==> src/rtl/drv_led.sv <==
// LED pin driver: steady off/on, continuous blink and counted burst, all with PWM brightness.
// Board polarity is folded into the registered pin so the rest of the logic works in "lit" terms.
module drv_led #(
    parameter int unsigned p_scale    = 5,
    parameter string       p_mode     = "activehigh",
    parameter int unsigned p_bright_w = 4
) (
    input  logic                  i_clk,
    input  logic                  i_rst,
    input  logic                  i_cmd_valid,
    output logic                  o_cmd_ready,
    input  logic [1:0]            i_cmd_mode,
    input  logic [3:0]            i_cmd_count,
    input  logic [7:0]            i_cmd_period,
    input  logic [p_bright_w-1:0] i_cmd_bright,
    output logic                  o_drv_led,
    output logic                  o_busy,
    output logic                  o_done
);
    localparam logic lp_active_low = (p_mode == "activelow");

    typedef enum logic [1:0] {S_OFF, S_ON, S_BLINK, S_BURST} state_t;

    state_t                state_q, state_d;
    logic [p_scale-1:0]    presc_q, presc_d;
    logic [p_bright_w-1:0] pwm_q, pwm_d;
    logic [p_bright_w-1:0] bright_q, bright_d;
    logic [7:0]            period_q, period_d;
    logic [7:0]            pcnt_q, pcnt_d;
    logic [3:0]            bcnt_q, bcnt_d;
    logic                  phase_q, phase_d;
    logic                  done_q, done_d;
    logic                  led_q, led_d;

    logic       accept;
    logic       tick;
    logic       phase_end;
    logic       pwm_on;
    logic [7:0] cmd_period_eff;

    always_ff @(posedge i_clk or posedge i_rst) begin
        if (i_rst) begin
            state_q <= S_OFF;
        end else begin
            state_q <= state_d;
        end
    end

    always_ff @(posedge i_clk or posedge i_rst) begin
        if (i_rst) begin
            presc_q  <= '0;
            pwm_q    <= '0;
            bright_q <= '0;
            period_q <= '0;
            pcnt_q   <= '0;
            bcnt_q   <= '0;
            phase_q  <= 1'b0;
            done_q   <= 1'b0;
            led_q    <= lp_active_low;
        end else begin
            presc_q  <= presc_d;
            pwm_q    <= pwm_d;
            bright_q <= bright_d;
            period_q <= period_d;
            pcnt_q   <= pcnt_d;
            bcnt_q   <= bcnt_d;
            phase_q  <= phase_d;
            done_q   <= done_d;
            led_q    <= led_d;
        end
    end

    always_comb begin
        cmd_period_eff = (i_cmd_period == 8'd0) ? 8'd1 : i_cmd_period;
        tick           = (presc_q == '1);
        phase_end      = (pcnt_q <= 8'd1);

        state_d  = state_q;
        phase_d  = phase_q;
        pcnt_d   = pcnt_q;
        bcnt_d   = bcnt_q;
        period_d = period_q;
        bright_d = bright_q;
        done_d   = 1'b0;
        presc_d  = presc_q + 1'b1;
        pwm_d    = pwm_q + 1'b1;

        if (accept) begin
            presc_d  = '0;
            period_d = cmd_period_eff;
            pcnt_d   = cmd_period_eff;
            bcnt_d   = i_cmd_count;
            bright_d = i_cmd_bright;
            case (i_cmd_mode)
                2'd0: begin
                    state_d = S_OFF;
                    phase_d = 1'b0;
                end
                2'd1: begin
                    state_d = S_ON;
                    phase_d = 1'b1;
                end
                2'd2: begin
                    state_d = S_BLINK;
                    phase_d = 1'b1;
                end
                default: begin
                    // An empty burst completes on the accept edge itself.
                    if (i_cmd_count == 4'd0) begin
                        state_d = S_OFF;
                        phase_d = 1'b0;
                        done_d  = 1'b1;
                    end else begin
                        state_d = S_BURST;
                        phase_d = 1'b1;
                    end
                end
            endcase
        end else if (tick && (state_q == S_BLINK || state_q == S_BURST)) begin
            if (phase_end) begin
                pcnt_d = period_q;
                if (state_q == S_BLINK) begin
                    phase_d = ~phase_q;
                end else if (phase_q) begin
                    phase_d = 1'b0;
                end else if (bcnt_q <= 4'd1) begin
                    state_d = S_OFF;
                    bcnt_d  = '0;
                    done_d  = 1'b1;
                end else begin
                    bcnt_d  = bcnt_q - 1'b1;
                    phase_d = 1'b1;
                end
            end else begin
                pcnt_d = pcnt_q - 1'b1;
            end
        end
    end

    always_comb begin
        o_cmd_ready = (state_q != S_BURST);
        o_busy      = (state_q == S_BURST);
        accept      = i_cmd_valid & o_cmd_ready;
        pwm_on      = (bright_q == '1) | (pwm_q < bright_q);
        led_d       = (phase_q & pwm_on) ^ lp_active_low;
        o_done      = done_q;
        o_drv_led   = led_q;
    end

endmodule

==> config.mk <==
export PLATFORM = sky130hd
export DESIGN_NAME = drv_led
export DESIGN_NICKNAME = d
export VERILOG_FILES = /design/src/rtl/drv_led.sv
export SDC_FILE = /design/constraint.sdc
export NUM_CORES = 1
export LEC_CHECK = 0
export CAP_MARGIN = 20
export CORE_MARGIN = 4
export CORE_UTILIZATION = 55
export CTS_BUF_LIST = sky130_fd_sc_hd__clkbuf_8
export DETAILED_ROUTE_END_ITERATION = 8
export DONT_BUFFER_PORTS = 1
export PLACE_DENSITY_LB_ADDON = 0.05
export SETUP_SLACK_MARGIN = 0.5
export SLEW_MARGIN = 20
export SYNTH_ARGS = -nofsm -noshare
export SYNTH_HDL_FRONTEND = slang
export SYNTH_SLANG_ARGS = --single-unit
==> constraint.sdc <==
create_clock -name i_clk -period 3 [get_ports i_clk]
set_clock_uncertainty 0.2 [all_clocks]
set_input_delay 0.45 -clock i_clk [delete_from_list [all_inputs] [get_ports i_clk]]
set_output_delay 0.45 -clock i_clk [all_outputs]
set_load 0.005 [all_outputs]
==> results.py <==
metrics = {
    "setup_path": {
        "cp_required_ps": 2950,
        "cp_num_cells": 5,
        "criticalPathCategory": "reg -> reg",
        "critPathLaunch": "pcnt_q[4]",
        "worst_path_max_delay_cell": "sky130_fd_sc_hd__or4_4",
        "worstPathArrival_ps": 2320,
        "path_cells": "or4_4 -> or4_4 -> nor2_4 -> mux2i_1 -> o21ai_1",
        "setup.worst_path.end_class": "register",
        "timing.critical_path.buf_inv": 0,
        "worst-r2r-cell-count": 5,
        "crit_path_max_incr_delay_ps": 590,
        "path_delay_family": "simple AND/OR/NAND/NOR gates",
        "startpoint_type": "register",
        "path_max_fanout": 11,
        "rr_startpoint": "pcnt_q[4]",
        "critical-path-top-cell-by-count": "sky130_fd_sc_hd__or4_4",
    },
    "yosys": {
        "fraction_of_the_yosys_area_taken_by_sequential_cells": 0.458,
        "synth_seq_cells": 38,
        "syn-instance-count": 230,
        "yosys-top-cells-count": "sky130_fd_sc_hd__nand2_1 (40), sky130_fd_sc_hd__dfrtp_1 (38), sky130_fd_sc_hd__nor2_1 (20), sky130_fd_sc_hd__inv_1 (17), sky130_fd_sc_hd__ha_1 (14)",
        "synth_top_area_share": 0.458,
        "count_of_different_cell_masters_after_synthesis": 43,
        "synth_edf_count": 0,
        "post-synth-top-count-cell": "sky130_fd_sc_hd__nand2_1",
        "synthArstFlopShare": 1.00,
        "ys_dominant_reg_cell": "sky130_fd_sc_hd__dfrtp_1",
        "post_synth.cell_area_avg_um2": 9.04,
        "postSynthNetCount": 265,
        "ys_top_cells_by_area": "sky130_fd_sc_hd__dfrtp_1 (46%), sky130_fd_sc_hd__ha_1 (8.4%), sky130_fd_sc_hd__nand2_1 (7.2%)",
        "synth_top_area_cell": "sky130_fd_sc_hd__dfrtp_1",
        "syn_area_um2": 2080,
        "yosys_warnings": 0,
    },
    "final_layout": {
        "multi_input_comb_area_um2": 1050,
        "layout.nets": 268,
        "area.growth.synth_to_final_pct": 7.77,
        "layout.cell_area.non_filler_um2": 2240,
        "fillers": 301,
        "sequential_cell_area_um2": 951,
        "antenna_cells_inserted": 0,
        "post_layout_nonfiller_instances": 282,
        "drive_above_1_share": 0.0855,
    },
    "power": {
        "total_power_mw": 1.28,
        "cellLeakagePower_nw": 1.03,
        "power_density_normalized_to_cell_area_nw_per_um2": 570,
        "power.switching_mw": 0.405,
        "power.share.switching": 0.317,
        "comb_power_share": 0.195,
        "pwr-share-clk": 0.281,
        "peakVddDrop_mv": 0.403,
        "seq_power_share": 0.525,
        "cellInternalPower_mw": 0.872,
    },
    "clock_network": {
        "postCtsSetupRepairBufs": 0,
        "cts_tree": "done",
        "cts.sink_count": 38,
        "worst_setup_hold_path_clk_slew_ps": 70,
        "cts.root.buffer_cell": "sky130_fd_sc_hd__clkbuf_8",
        "h_tree_levels": 2,
        "worst_skew_pair.late_latency_ps": 290,
        "cts_buffer_count": 5,
        "ctsLongestPathBuffers": 2,
    },
    "floorplan": {
        "dieWidth_um": 69.5,
        "design.portCount": 25,
        "die_area_um2": 4830,
        "std_cell_rows": 22,
        "floorplan.initialDensity": 0.568,
        "coreArea_um2": 3660,
        "fp.dieH_um": 69.5,
    },
    "sta": {
        "rsz0062_at_grt": "true",
        "setup_viol_count_final": 0,
        "timing.final.hold_violations": 0,
        "period_share": 0.791,
        "max_clock_freq_ghz": 0.421,
        "timing.setup.tns_ps": 0,
        "relSlewSlack": 0.554,
        "timing_worst_slew_pin_value_ps": 665,
        "period_needed_ps": 2370,
        "slew_violations": 0,
    },
    "drt": {
        "detail_route.wl_per_cell_um": 15.1,
        "remaining_drc_errors": 0,
        "routed_wl_mm": 4.26,
        "ant_nets": 0,
        "drt-initial-drc-count": 124,
        "viasPerCell": 5.91,
        "detailroute.via_count": 1667,
        "detail_route.first_pass.iterations": 4,
    },
    "place": {
        "gp_routability_congestion": 0.844,
        "place_inst": 273,
        "place_area_um2": 2120,
        "hpwl_mm": 3.11,
        "io_buffer_count": 0,
    },
    "hold_path": {
        "holdCritStartpoint": "i_cmd_period[6]",
        "worst_hold_stages": 2,
        "hold_class": "in -> reg",
    },
    "global_routing": {
        "grt_pass1_wl_mm": 7.42,
        "antenna_found_initial": 0,
        "grtUsageTotal": 0.190,
        "grt_start_max_net_pins": 39,
        "grt.overflow.total": 0,
        "grt_pass1_vias": 1615,
    },
    "flow_run": {
        "max_cap_violations": 0,
    },
    "status": {
        "run_status": "complete, no violations",
    },
}
[metrics by stage]
stage	hold slack (ps)	setup WS, ps	utilization
floorplan	232	778	-
detailed placement	262	549	0.580
global placement	240	649	0.580
CTS	63.6	556	0.608
global route	71.1	489	0.612
finish	71.7	627	0.612
[worst paths after layout]
kind / to / slack (ps)
worst min-delay path: period_q[6] / 70
worst max register to register: bcnt_q[0] / 630
worst max-delay path: bcnt_q[0] / 630
worst min register to register: pwm_q[0] / 270
max in group asynchronous: period_q[0] / 1760
min in group asynchronous: presc_q[0] / 510
[timing repair]
action | in CTS | in global routing
setup endpoints to repair | 0 | 5
hold buffers | 1 | 0
endpoints found under the hold margin | 38 | 0
gates resized for setup | 0 | 3
[cell families (layout without fill, tap and decap cells)]
logic type / Yosys count / after routing / synth area share
multiplexers: 3 / 3 / 0.0144
adder cells (fa/ha/maj): 14 / 14 / 0.0843
AND/OR/NAND/NOR: 99 / 99 / 0.230
flip-flops: 38 / 38 / 0.458
AO/OA/AOI/OAI: 48 / 48 / 0.150
XOR/XNOR: 4 / 4 / 0.0169
buffers and inverters: 24 / 28 / 0.0470
[layout make-up]
| class | instances | share of cell area |
|---|---|---|
| Timing Repair Buffer | 3 | 0.0112 |
| Sequential cell | 38 | 0.425 |
| Tap cell | 48 | 0.0268 |
| Multi-Input combinational cell | 168 | 0.468 |
| Clock buffer | 6 | 0.0369 |
| Inverter | 17 | 0.0285 |
| Clock inverter | 2 | 0.00391 |
[sequential cells by signal, indices dropped and copies added (netlist names), 2 cells and up]
| register | count |
|---|---|
| state_q | 2 |
| bright_q | 4 |
| bcnt_q | 4 |
| pwm_q | 4 |
| pcnt_q | 8 |
| period_q | 8 |
| presc_q | 5 |
[power by group through the flow]
stage                     clock, mW  sequential, mW  combinational [mW]
after floorplan                   0           0.652               0.198
after global placement            0           0.673               0.236
after detailed placement          0           0.676               0.245
after CTS                     0.370           0.666               0.248
after global routing          0.384           0.682               0.288
final                         0.359           0.670               0.248
[placed cells by master, fill, tap and decap left out, types with 3 or more instances in the layout]
cell	netlist	routed
sky130_fd_sc_hd__a21oi_1	11	11
sky130_fd_sc_hd__clkbuf_8	0	6
sky130_fd_sc_hd__dfrtp_1	38	38
sky130_fd_sc_hd__ha_1	14	14
sky130_fd_sc_hd__inv_1	17	18
sky130_fd_sc_hd__mux2i_1	3	3
sky130_fd_sc_hd__nand2_1	40	40
sky130_fd_sc_hd__nand3_1	6	6
sky130_fd_sc_hd__nor2_1	20	20
sky130_fd_sc_hd__nor3_1	11	11
sky130_fd_sc_hd__o21a_1	3	3
sky130_fd_sc_hd__o21ai_0	7	7
sky130_fd_sc_hd__o21ai_1	9	9
[metal layers]
layer / share of wire / routed length [um] / GRT usage / vias up
met1: 0.43 / 1850 / 0.256 / 800
met4: 0.016 / 67 / 0.0759 / 0
met3: 0.061 / 261 / 0.0348 / 7
li1: - / - / - / 807
met5: 0 / 0 / 0 / -
met2: 0.49 / 2080 / 0.301 / 53
(Power assumes the default switching activity.)
